**src/rtl/perceptron_eval.sv**
```systemverilog
// Two-input perceptron evaluator: loads a trained weight pair, classifies streamed
// samples through a one-entry output buffer, and tracks saturating accuracy counters.
module perceptron_eval #(
    parameter int LIMIAR = 1,
    parameter int WW     = 8
) (
    input  logic          clk,
    input  logic          rst,
    input  logic          w_valid,
    input  logic [WW-1:0] w0_in,
    input  logic [WW-1:0] w1_in,
    output logic          w_ready,
    input  logic          s_valid,
    input  logic [1:0]    s_x,
    input  logic          s_target,
    output logic          s_ready,
    output logic          p_valid,
    output logic          p_y,
    output logic [1:0]    p_err,
    input  logic          p_ready,
    output logic [7:0]    total,
    output logic [7:0]    correct,
    output logic          all_ok,
    output logic          loaded
);

    // state | meaning
    // IDLE  | no weights loaded yet, samples refused
    // RUN   | weights loaded, samples evaluated
    typedef enum logic {IDLE, RUN} state_t;

    state_t        state;
    logic [WW-1:0] w0;
    logic [WW-1:0] w1;

    logic                 w_fire;
    logic                 s_fire;
    logic [WW:0]          term0;
    logic [WW:0]          term1;
    logic [WW:0]          sum;
    logic signed [31:0]   sum_ext;
    logic                 y_next;
    logic [1:0]           err_next;

    assign w_ready = !p_valid;
    assign s_ready = (state == RUN) && !w_valid && (!p_valid || p_ready);
    assign w_fire  = w_valid && w_ready;
    assign s_fire  = s_valid && s_ready;
    assign loaded  = (state == RUN);
    assign all_ok  = (total != 8'd0) && (correct == total);

    // One extra bit of headroom makes the two-term sum exact for any weights.
    assign term0    = s_x[0] ? {w0[WW-1], w0} : '0;
    assign term1    = s_x[1] ? {w1[WW-1], w1} : '0;
    assign sum      = term0 + term1;
    assign sum_ext  = {{(31-WW){sum[WW]}}, sum};
    assign y_next   = (sum_ext >= LIMIAR);
    assign err_next = {1'b0, s_target} - {1'b0, y_next};

    always_ff @(posedge clk or posedge rst) begin
        if (rst) begin
            state   <= IDLE;
            w0      <= '0;
            w1      <= '0;
            total   <= 8'd0;
            correct <= 8'd0;
            p_valid <= 1'b0;
            p_y     <= 1'b0;
            p_err   <= 2'b00;
        end else begin
            if (w_fire) begin
                state   <= RUN;
                w0      <= w0_in;
                w1      <= w1_in;
                total   <= 8'd0;
                correct <= 8'd0;
            end else if (s_fire) begin
                if (total != 8'hFF)
                    total <= total + 8'd1;
                if ((err_next == 2'b00) && (correct != 8'hFF))
                    correct <= correct + 8'd1;
            end

            if (s_fire) begin
                p_valid <= 1'b1;
                p_y     <= y_next;
                p_err   <= err_next;
            end else if (p_ready) begin
                p_valid <= 1'b0;
            end
        end
    end

endmodule

```
**config.mk**
```make
export PLATFORM = sky130hd
export DESIGN_NAME = perceptron_eval
export DESIGN_NICKNAME = d
export VERILOG_FILES = /design/src/rtl/perceptron_eval.sv
export SDC_FILE = /design/constraint.sdc
export NUM_CORES = 1
export LEC_CHECK = 0
export CORE_ASPECT_RATIO = 1.25
export CORE_MARGIN = 3
export CORE_UTILIZATION = 46
export CTS_CLUSTER_DIAMETER = 200
export DETAILED_ROUTE_END_ITERATION = 7
export HOLD_SLACK_MARGIN = 0.12
export MAX_ROUTING_LAYER = met4
export PLACE_DENSITY_LB_ADDON = 0.05
export SETUP_SLACK_MARGIN = 0.1
export SYNTH_ARGS = -nofsm -noshare
export SYNTH_HDL_FRONTEND = slang
export SYNTH_SLANG_ARGS = --single-unit
```
**constraint.sdc**
```tcl
create_clock -name clk -period 3.1 [get_ports clk]
set_input_delay 0.62 -clock clk [delete_from_list [all_inputs] [get_ports clk]]
set_output_delay 0.62 -clock clk [all_outputs]
set_load 0.03 [all_outputs]
```
==> flow_summary.rst <==
.. list-table::
   :header-rows: 1

   * - Metric
     - Value
   * - Lkg Pwr
     - 1.32 nW
   * - Number of library cell types mapped by synthesis
     - 44
   * - Via count of the first global-routing pass
     - 1810
   * - Setup slack at placement
     - -0.946 ns
   * - Power, Total
     - 1.49 mW
   * - Endpoints failing hold
     - 0
   * - Count of state elements after synthesis
     - 37
   * - Number of endpoints failing setup at the final stage
     - 8
   * - Total number of H-tree levels
     - 2
   * - Maximum fanout along the worst path
     - 8
   * - Total wire length after detailed routing
     - 5.08 mm
   * - Run status
     - finished with violations
   * - Via count
     - 1797
   * - Predominant post-synthesis flop cell
     - sky130_fd_sc_hd__dfrtp_1
   * - Number of max-slew violations in the final report
     - 0
   * - Cell depth of the worst hold path
     - 2
   * - Post-Layout Inst Area
     - 3040 um^2
   * - PnR worst setup slack
     - -0.106 ns
   * - Ports
     - 48
   * - Core region area
     - 4490 um^2
   * - Average routed wire per standard cell
     - between 15 and 20 um
   * - Fin Clk Skew
     - about 0.013 ns
   * - Pre-Repair DR Iteration Count
     - 4
   * - FF+latch area
     - 926 um^2
   * - Switching Share
     - a little under a third
   * - Critical R2R Capture
     - correct[5]
   * - Power Density
     - 490 nW/um^2
   * - CP arrival
     - 3.38 ns
   * - Share of synthesized area occupied by flip-flops and latches
     - 42.1%
   * - Largest voltage drop on the vdd net
     - roughly 370 uV
   * - Number of I/O port buffers
     - 47
   * - Area after detailed placement
     - ~2900 um^2
   * - Post-synth EDFFs
     - 0
   * - R2R cell count
     - 15
   * - Clock tree root buffer cell
     - sky130_fd_sc_hd__clkbuf_8
   * - Fillers
     - around 370
   * - Overflow after GRT
     - 0
   * - Hold-critical path endpoint
     - p_err[0]
   * - Worst relative slew slack
     - between 60 and 70%
   * - Worst-Skew Late Latency
     - 0.30 ns
   * - Number of DRC violations after detailed-routing iteration 0
     - 100
   * - Number of placement rows
     - 27
   * - Met1 Resource Use GR
     - roughly a quarter
   * - Area enclosed by the die boundary
     - 5650 um^2
   * - Average instance area after synthesis
     - 10.5 um^2
   * - Max-cap viol count
     - 0
   * - Total of hold buffers inserted after clock tree synthesis
     - 0
   * - Total track usage
     - 19.9%
   * - Clock edge transition at the registers on the reported setup and hold paths
     - 0.08 ns
   * - Setup repair after global routing missed its margin
     - true
   * - Required time of the worst setup path
     - 3.27 ns
   * - Half-perimeter wire length of the detailed placement result
     - 3.67 mm
   * - DRC viols
     - 0
   * - Vias per inst
     - 5.36
   * - Relative area change from synthesis to final layout
     - 38.3%
   * - Gate power share
     - between 30% and 40%
   * - Violated checks
     - negative setup slack
   * - Source of the worst register-to-register timing path
     - w0[0]
   * - Combined area of the multi-input logic cells
     - roughly 1300 um^2
   * - Final Instance Count excl. Fillers
     - 335
   * - Antenna fix cells
     - 0
   * - Global-route layer with the greatest usage
     - met2
   * - Crit path capture type
     - flop
   * - Sinks on the clock net
     - 37
   * - Sort of element at the start of the critical path
     - primary input
   * - Number of standard cells after synthesis
     - 210
   * - Number of nets in the finished design
     - 314
   * - Horizontal extent of the die
     - ~68 um
   * - Tightest Pin Transition
     - 0.486 ns
   * - Placed cells
     - 327
   * - TritonCTS clock tree
     - built
   * - R2R Setup Slk
     - -0.06 ns
   * - Post-layout minimum cycle time
     - 3.21 ns
   * - Synthesized Nets
     - 248
   * - Num CTS Buffers
     - 5
   * - Clock share of power
     - 25.6%
   * - CTS Buffer Depth
     - 2
   * - Tcrit/Tclk final
     - 103%
   * - Number of synthesis warnings
     - 0
   * - Class of the most critical hold timing path
     - reg2reg
   * - Met2 Track Usage GR
     - 31.6%
   * - Antenna violations before repair
     - 0
   * - Post-route ant nets
     - 0
   * - Upper clock frequency limit
     - 312 MHz
   * - Gpl congestion
     - 0.806
   * - Initial Utilization
     - 48.9%
   * - Fraction of met3 tracks used by global routing
     - 4.19%
   * - Async set-reset flop share out of synthesis
     - 100%
   * - Internal power
     - approximately 1 mW
   * - Post-Route Hold Slack
     - 0.485 ns
   * - Post-CTS setup repair buffer count
     - 0
   * - Pin count of the biggest net entering global routing
     - 38
   * - Global-route wire length before repair
     - 8.48 mm
   * - Die outline height
     - roughly 83 um
   * - CP Class
     - in2reg
   * - Post-Synthesis Cell Area
     - 2200 um^2
   * - Switch Pwr
     - 0.472 mW
   * - Share of post-route cells with drive strength above 1
     - 23.8%
   * - Sequential group share of total power
     - between 30% and 40%
   * - Launch instance of the worst min-delay path
     - p_err[0]
[through the flow]
stage	util, %	setup TNS, ns
CTS	67.2	-1.14
finish	67.6	-0.482
global placement	64.2	-7.68
floorplan	-	-1.76
detailed placement	64.2	-8.32
global route	67.6	-1.54
[cell families (layout without fill, tap and decap cells)]
group / Yosys count / after routing / share of synthesized area (%)
AOI/OAI and AO/OA: 26 / 26 / 9.05
and+or+nand+nor: 76 / 76 / 19.1
DFF: 37 / 37 / 42.1
adders and majority gates: 14 / 14 / 8.31
xor gates and xnor gates: 21 / 21 / 8.37
buffers and inverters: 17 / 84 / 3.30
muxes: 19 / 19 / 9.68
[layer usage]
layer	wire length [um]	vias to the layer above
met2	2560	41
li1	-	874
met1	2290	876
met5	0	-
met3	167	6
met4	65	0
[cell type report]
type,count,area share (%)
flip-flops and latches,37,30.5
well taps,58,2.39
multi-input cells,156,42.1
repair buffers,66,20.5
inverters,10,1.24
clock buffers,7,3.17
clock inverters,1,0.165
[worst max-delay path by stage]
stage               startpoint          to  slack [ns]  depth (start not counted)
global route            s_x[1]  correct[5]       -0.25                         16
detailed placement      s_x[0]  correct[6]       -0.95                         16
floorplan               s_x[1]  correct[5]       -0.28                         14
global placement        s_x[0]  correct[5]       -0.87                         16
CTS                     s_x[0]  correct[6]       -0.22                         16
finish                  s_x[1]  correct[5]       -0.11                         16
[power by group through the flow]
stage / combinational (mW) / sequential (mW) / clock (mW)
after floorplan: 0.280 / 0.630 / 0
after global placement: 0.493 / 0.599 / 0
after detailed placement: 0.501 / 0.600 / 0
after CTS: 0.514 / 0.591 / 0.388
after global routing: 0.563 / 0.601 / 0.411
final: 0.518 / 0.590 / 0.381
[worst max-delay path, cell delays in order]
cell	delay (ns)
sky130_fd_sc_hd__buf_6	0.09
sky130_fd_sc_hd__buf_4	0.13
sky130_fd_sc_hd__and2_1	0.18
sky130_fd_sc_hd__ha_4	0.29
sky130_fd_sc_hd__a21o_1	0.15
sky130_fd_sc_hd__and4_4	0.25
sky130_fd_sc_hd__nor4bb_2	0.25
sky130_fd_sc_hd__a211oi_1	0.09
sky130_fd_sc_hd__o31a_1	0.30
sky130_fd_sc_hd__ha_1	0.29
sky130_fd_sc_hd__inv_2	0.04
sky130_fd_sc_hd__a311oi_4	0.20
sky130_fd_sc_hd__buf_6	0.16
sky130_fd_sc_hd__nand4_1	0.11
sky130_fd_sc_hd__xor2_1	0.15
sky130_fd_sc_hd__nor2_1	0.05
[layout by cell type (no fill, tap or decap), drive strengths merged, types with 2 or more instances in the layout]
master         synthesis  final
a21oi                  4      4
clkdlybuf4s50          0     45
a21o                   2      2
o21a                   2      2
nor2                  19     19
nor3                   3      3
clkbuf                 6      7
dfrtp                 37     37
xor2                  11     11
a31oi                  2      2
nand2                  8      8
buf                    1     21
ha                    13     13
nand3                  5      5
or3                    3      3
o31a                   2      2
o2111ai                2      2
or2                    2      2
xnor2                 10     10
and2                  16     16
nand4                  8      8
nand4b                 2      2
o21ai                  5      5
and3                   4      4
mux2                  18     18
inv                   10     10
[flip-flops by register name (all words and copies together), names as in the netlist]
| register | flops |
|---|---|
| correct | 8 |
| p_y | 1 |
| total | 8 |
| loaded | 1 |
| p_valid | 1 |
| w0 | 8 |
| p_err | 2 |
| w1 | 8 |
[what timing repair did]
item	in CTS	in global routing
gates resized for setup	18	3
pin swaps	19	12
endpoints found under the hold margin	0	0
gates cloned	0	0
setup endpoints to repair	11	8
[cells in the mapped netlist (all sizes together) (2+ instances only)]
library cell   n  area, um^2
o2111ai        2        17.5
nor3           3        15.0
ha            13         163
xnor2         10        87.6
or3            3        18.8
nand4b         2        23.8
a31oi          2        18.8
clkbuf         6        23.8
o21a           2        15.0
nand3          5        25.0
o31a           2        17.5
and3           4        25.0
or2            2        12.5
mux2          18         203
a21oi          4        20.0
nand2          8        30.0
and2          16         100
a21o           2        15.0
o21ai          5        25.0
dfrtp         37         926
xor2          11        96.3
inv           10        37.5
nor2          19        71.3
nand4          8        50.1
(Power assumes the default switching activity.)
